$ cat src/rtl/uart_pkg.sv
// Shared definitions for the UART receive path: FSM state encoding and
// oversampling constants used by the receive controller.
package uart_pkg;

  typedef enum logic [1:0] {
    IDLE  = 2'd0,
    START = 2'd1,
    DATA  = 2'd2,
    STOP  = 2'd3
  } rx_state_e;

  localparam int MID_START = 7;
  localparam int BIT_TICKS = 16;

endpackage

$ cat src/rtl/uart_rx_ctrl_if.sv
// Receive-side bundle: serial pin and oversampling tick in, word/status out.
interface uart_rx_ctrl_if #(
  parameter int DBIT = 8
);

  logic            rx;
  logic            s_tick;
  logic [DBIT-1:0] rx_dout;
  logic            rx_done_tick;
  logic            frame_err;
  logic            busy;

  // master = pin/timer side, slave = the receive controller
  modport master (
    output rx,
    output s_tick,
    input  rx_dout,
    input  rx_done_tick,
    input  frame_err,
    input  busy
  );

  modport slave (
    input  rx,
    input  s_tick,
    output rx_dout,
    output rx_done_tick,
    output frame_err,
    output busy
  );

endinterface

$ cat src/rtl/sync_2ff.sv
// Two-flop synchroniser for asynchronous inputs; flops reset to RESET_VAL
// so an idle-high line reads as idle straight out of reset.
module sync_2ff #(
  parameter int               WIDTH     = 1,
  parameter logic [WIDTH-1:0] RESET_VAL = '1
) (
  input  logic             clk,
  input  logic             reset_n,
  input  logic [WIDTH-1:0] d_i,
  output logic [WIDTH-1:0] q_o
);

  logic [WIDTH-1:0] meta_q;
  logic [WIDTH-1:0] sync_q;

  always_ff @(posedge clk or negedge reset_n) begin
    if (!reset_n) begin
      meta_q <= RESET_VAL;
      sync_q <= RESET_VAL;
    end else begin
      meta_q <= d_i;
      sync_q <= meta_q;
    end
  end

  assign q_o = sync_q;

endmodule

$ cat src/rtl/uart_rx_ctrl.sv
// UART receive controller: 16x-oversampled start detection, mid-bit data
// sampling (LSB first, no parity) and stop-bit check.
module uart_rx_ctrl
  import uart_pkg::*;
#(
  parameter int DBIT    = 8,
  parameter int SB_TICK = 16
) (
  input  logic          clk,
  input  logic          reset_n,
  uart_rx_ctrl_if.slave bus
);

  localparam int NW = (DBIT > 1) ? $clog2(DBIT) : 1;

  rx_state_e       state_q, state_d;
  logic [4:0]      s_q, s_d;
  logic [NW-1:0]   n_q, n_d;
  logic [DBIT-1:0] b_q, b_d;
  logic [DBIT-1:0] dout_q, dout_d;
  logic            arm_q, arm_d;
  logic            ferr_q, ferr_d;
  logic            done_q, done_d;
  logic            rx_s;

  sync_2ff #(
    .WIDTH     (1),
    .RESET_VAL (1'b1)
  ) u_sync (
    .clk     (clk),
    .reset_n (reset_n),
    .d_i     (bus.rx),
    .q_o     (rx_s)
  );

  always_ff @(posedge clk or negedge reset_n) begin
    if (!reset_n) begin
      state_q <= IDLE;
      s_q     <= '0;
      n_q     <= '0;
      b_q     <= '0;
      dout_q  <= '0;
      arm_q   <= 1'b0;
      ferr_q  <= 1'b0;
      done_q  <= 1'b0;
    end else begin
      state_q <= state_d;
      s_q     <= s_d;
      n_q     <= n_d;
      b_q     <= b_d;
      dout_q  <= dout_d;
      arm_q   <= arm_d;
      ferr_q  <= ferr_d;
      done_q  <= done_d;
    end
  end

  // arm must see the line high first, so a held-low break cannot retrigger
  always_comb begin
    state_d = state_q;
    s_d     = s_q;
    n_d     = n_q;
    b_d     = b_q;
    dout_d  = dout_q;
    arm_d   = arm_q;
    ferr_d  = ferr_q;
    done_d  = 1'b0;

    unique case (state_q)
      IDLE: begin
        if (rx_s) arm_d = 1'b1;
        if (arm_q && !rx_s) begin
          state_d = START;
          s_d     = '0;
          arm_d   = 1'b0;
        end
      end

      START: begin
        if (bus.s_tick) begin
          if (s_q == 5'(MID_START)) begin
            s_d = '0;
            if (!rx_s) begin
              state_d = DATA;
              n_d     = '0;
            end else begin
              state_d = IDLE;
              arm_d   = 1'b0;
            end
          end else begin
            s_d = s_q + 5'd1;
          end
        end
      end

      DATA: begin
        if (bus.s_tick) begin
          if (s_q == 5'(BIT_TICKS - 1)) begin
            s_d = '0;
            b_d = {rx_s, b_q[DBIT-1:1]};
            if (n_q == NW'(DBIT - 1)) state_d = STOP;
            else                      n_d     = n_q + NW'(1);
          end else begin
            s_d = s_q + 5'd1;
          end
        end
      end

      STOP: begin
        if (bus.s_tick) begin
          if (s_q == 5'(SB_TICK - 1)) begin
            s_d     = '0;
            dout_d  = b_q;
            ferr_d  = ~rx_s;
            done_d  = 1'b1;
            arm_d   = 1'b0;
            state_d = IDLE;
          end else begin
            s_d = s_q + 5'd1;
          end
        end
      end

      default: state_d = IDLE;
    endcase
  end

  assign bus.rx_dout      = dout_q;
  assign bus.rx_done_tick = done_q;
  assign bus.frame_err    = ferr_q;
  assign bus.busy         = (state_q != IDLE);

endmodule

$ cat src/flat_wrapper.sv
// flat-port wrapper written by rule: the top's interface ports become plain ports
module uart_rx_ctrl_flat import uart_pkg::*;
#(
  parameter int DBIT    = 8,
  parameter int SB_TICK = 16
)
  (clk, reset_n, bus_rx, bus_s_tick, bus_rx_dout, bus_rx_done_tick, bus_frame_err, bus_busy);
  uart_rx_ctrl_if #(.DBIT(DBIT)) bus_i ();
  input  logic clk;
  input  logic reset_n;
  input wire logic [$bits(bus_i.rx)-1:0] bus_rx;
  input wire logic [$bits(bus_i.s_tick)-1:0] bus_s_tick;
  output wire logic [$bits(bus_i.rx_dout)-1:0] bus_rx_dout;
  output wire logic [$bits(bus_i.rx_done_tick)-1:0] bus_rx_done_tick;
  output wire logic [$bits(bus_i.frame_err)-1:0] bus_frame_err;
  output wire logic [$bits(bus_i.busy)-1:0] bus_busy;
  assign bus_i.rx = bus_rx;
  assign bus_i.s_tick = bus_s_tick;
  assign bus_rx_dout = bus_i.rx_dout;
  assign bus_rx_done_tick = bus_i.rx_done_tick;
  assign bus_frame_err = bus_i.frame_err;
  assign bus_busy = bus_i.busy;
  uart_rx_ctrl #(.DBIT(DBIT), .SB_TICK(SB_TICK)) u_core (.clk(clk), .reset_n(reset_n), .bus(bus_i));
endmodule
$ cat config.mk
export PLATFORM = sky130hd
export DESIGN_NAME = uart_rx_ctrl_flat
export DESIGN_NICKNAME = d
export VERILOG_FILES = /design/src/rtl/uart_pkg.sv /design/src/rtl/uart_rx_ctrl_if.sv /design/src/rtl/sync_2ff.sv /design/src/rtl/uart_rx_ctrl.sv /design/src/flat_wrapper.sv
export SDC_FILE = /design/constraint.sdc
export NUM_CORES = 1
export LEC_CHECK = 0
export ABC_AREA = 1
export CORE_MARGIN = 3
export CORE_UTILIZATION = 44
export CTS_BUF_LIST = sky130_fd_sc_hd__clkbuf_16
export CTS_CLUSTER_DIAMETER = 50
export CTS_CLUSTER_SIZE = 20
export DETAILED_ROUTE_END_ITERATION = 6
export REMOVE_ABC_BUFFERS = 1
export SLEW_MARGIN = 20
export SYNTH_ARGS = -nofsm -noshare
export SYNTH_HDL_FRONTEND = slang
export SYNTH_HIERARCHICAL = 1
export SYNTH_SLANG_ARGS = --single-unit
export TNS_END_PERCENT = 10
$ cat constraint.sdc
create_clock -name clk -period 4.9 [get_ports clk]
set_clock_uncertainty 0.05 [all_clocks]
set_input_delay 0.98 -clock clk [delete_from_list [all_inputs] [get_ports clk]]
set_output_delay 0.98 -clock clk [all_outputs]
set_load 0.02 [all_outputs]
==> qor.csv <==
stage,metric,value,unit
status,status,"complete, no violations",
synthesis,yosysWarningCount,6,
sta,timing.setup.tns,0,ps
worst_hold_path,hold_path_class,reg2reg,
clock_tree,cts.path.max_buffers,2,
pwr,totalPowerFinal,730.4,uW
global_route,grt_overflow,0,
critical_path,worst-path-max-fanout,7,
global_route,antenna_found_initial,0,
pwr,p_switching,193.9,uW
placement,gp_congestion,0.8417,
synthesis,synth-main-ff-cell,dfrtp_1,
routing,drt_iter0_drc,52,
critical_path,crit_chain,nor2_1 -> inv_1 -> clkdlybuf4s50_1,
worst_hold_path,hold_start,u_core/u_sync/meta_q,
critical_path,crit_buf_inv,2,
synthesis,synthArstFlopShare,100.0,%
layout,multi_input_area,539.3,um^2
synthesis,synth_seq_area_share,55.09,%
critical_path,critPathTopFamily,buffers and inverters,
layout,stdcell_area,0.001737,mm^2
die,coreArea,0.002900,mm^2
layout,finish.utilization,59.88,%
die,die_h,62.66,um
synthesis,synth_top_area_cell,dfrtp_1,
critical_path,critPathCaptureType,output port,
placement,place_inst,224,
clock_tree,cts_tree,yes,
sta,whs,303.3,ps
pwr,sw_frac_of_total,26.55,%
job,maxCapViolations,0,
routing,routed_wl,2470,um
global_route,grtUsageTotal,13.78,%
synthesis,synth_top_area_share,51.37,%
clock_tree,cts-htree-levels,2,
clock_tree,clock-sinks,31,
placement,port_buffers,14,
pwr,sequentialPowerShare,47.2,%
critical_path,critPathCapture,bus_busy,
pwr,clkPwrFrac,37.7,%
critical_path,rrSetupSlack,2780,ps
sta,fin_crit,2558,ps
synthesis,synth.ff_latch_count,31,
routing,vias,1075,
die,dieArea,0.003926,mm^2
clock_tree,hold_buffers,0,
critical_path,cp.arrival,1530,ps
global_route,grt_pass1_vias,935,
pwr,leakage,0.8895,nW
layout,area_growth,22.94,%
routing,wl_per_cell,10.65,um
clock_tree,cts_setup_buffers,0,
routing,via_per_inst,4.634,
clock_tree,cts_root_buf,clkbuf_16,
placement,post-dp-hpwl,1761,um
synthesis,syn_area,0.001413,mm^2
sta,slew_headroom,61.80,%
sta,post-route-period-util,52.21,%
critical_path,start_kind,flip-flop,
routing,maxUsedRoutingLayer,met4,
synthesis,synth_area_per_cell,8.359,um^2
sta,setup_viol,0,
pwr,irDropWorstVdd,0.4037,mV
routing,wl_met3,113,um
synthesis,synthTopCellsByCount,"nand2_1, dfrtp_1, inv_1, o21ai_1, nor2_1",
die,rows,19,
clock_tree,path_clk_slew,50,ps
sta,hold_viol_final,0,
layout,seqCellArea,778.2,um^2
sta,fmax,390.9,MHz
pwr,p_int,536.4,uW
sta,slew_violations,0,
clock_tree,clk_latency,260,ps
critical_path,cp_slowest_cell,clkdlybuf4s50_1,
layout,final_layout_size_suffix_gt1_share,8.947,%
routing,dr_wl_met2,1018,um
synthesis,synth_edf_count,0,
global_route,grt_max_degree,32,
pwr,comb_power_share,15.1,%
placement,place_ws,2242,ps
layout,n_fill_cell,276,
synthesis,synth_area_leaders,"dfrtp_1, nand2_1, inv_1",
synthesis,syn-instance-count,169,
routing,drtPass1Iterations,4,
critical_path,crit_required,3870,ps
clock_tree,post_cts_resized,0,
routing,drt_drc_violations_left,0,
layout,final_cell_count_no_fill,232,
critical_path,worstSetupPathDepth,3,
die,io_pins,15,
critical_path,max_stage_delay,590,ps
placement,placed_area,0.001600,mm^2
layout,nets,198,
sta,rsz0062_at_grt,false,
global_route,grt_pass1_wl,4326,um
synthesis,ys_types,19,
critical_path,r2r_cells,10,
synthesis,yosys.cell_count.top_type,nand2_1,
critical_path,r2r_start,u_core/s_q[0],
die,start_util,48.71,%
routing,wl_met1,1320,um
die,die_x,62.66,um
routing,postRouteAntennaNets,0,
pwr,powerDensity,420.5,mW/mm^2
clock_tree,cts_made_buffers,5,
sta,fin_ws,2342,ps
sta,tightest_slew,571.4,ps
layout,insertedDiodeCount,0,
critical_path,critical_path_class,reg2out,
critical_path,r2r-end,u_core/bus.rx_dout[6],
==> cell usage in the layout, fill, tap and decap left out <==
| master | Yosys | final |
|---|---|---|
| a21oi_1 | 7 | 7 |
| clkbuf_16 | 0 | 5 |
| nand2_2 | 3 | 3 |
| clkdlybuf4s50_1 | 0 | 14 |
| o21ai_0 | 3 | 3 |
| dfstp_2 | 2 | 2 |
| nand4_1 | 3 | 3 |
| xor2_1 | 1 | 1 |
| dfrtp_1 | 29 | 29 |
| nand3b_1 | 1 | 1 |
| nor2_1 | 12 | 12 |
| clkinv_1 | 0 | 2 |
| o21ai_1 | 13 | 13 |
| inv_1 | 18 | 19 |
| ha_1 | 5 | 5 |
| nor2_2 | 1 | 1 |
| buf_4 | 1 | 1 |
| nand3_1 | 6 | 6 |
| a31o_2 | 1 | 1 |
| inv_2 | 4 | 4 |
| nand2_1 | 58 | 58 |
==> how the worst min path moves through the flow <==
stage,end,slack [ps],depth (start not counted)
2_1_floorplan,u_core/u_sync/q_o,300,0
3_3_place_gp,u_core/u_sync/q_o,300,0
3_5_place_dp,u_core/u_sync/q_o,300,0
4_1_cts,u_core/u_sync/q_o,300,0
5_1_grt,u_core/u_sync/q_o,310,0
6_report,u_core/u_sync/q_o,300,0
==> registers in the layout (all words and copies together) (netlist names), named ones only <==
register                 flops
u_core/arm_q                 1
u_core/b_q                   8
u_core/bus.frame_err         1
u_core/bus.rx_done_tick      1
u_core/bus.rx_dout           8
u_core/n_q                   3
u_core/s_q                   5
u_core/state_q               1
u_core/u_sync/meta_q         1
u_core/u_sync/q_o            1
==> final cells by class <==
class | instances | area share [%]
well taps | 42 | 3.026
clock inverters | 3 | 0.6484
flip-flops and latches | 31 | 44.81
repair buffers | 15 | 8.501
inverters | 22 | 4.755
multi-input cells | 114 | 31.05
clock buffers | 5 | 7.205
==> power groups by stage <==
stage | Sequential [mW] | Clock [mW] | Combinational (mW)
final | 0.344 | 0.275 | 0.111
after global routing | 0.351 | 0.299 | 0.130
after CTS | 0.344 | 0.285 | 0.113
after detailed placement | 0.347 | 0 | 0.114
after global placement | 0.346 | 0 | 0.110
after floorplan | 0.338 | 0 | 0.0875
==> layer usage <==
layer,track usage [%],vias up
met3,4.856,2
met5,0,-
li1,-,571
met4,3.306,0
met2,19.31,19
met1,20.23,483
==> cells by family after synthesis <==
kind of cell / share of synthesized area, %
AND/OR/NAND/NOR: 24.36
flip-flops: 55.09
AO/OA/AOI/OAI: 8.768
buffers and inverters: 6.731
adder cells (fa/ha/maj): 4.429
XOR/XNOR: 0.6201
(Power assumes the default switching activity.)
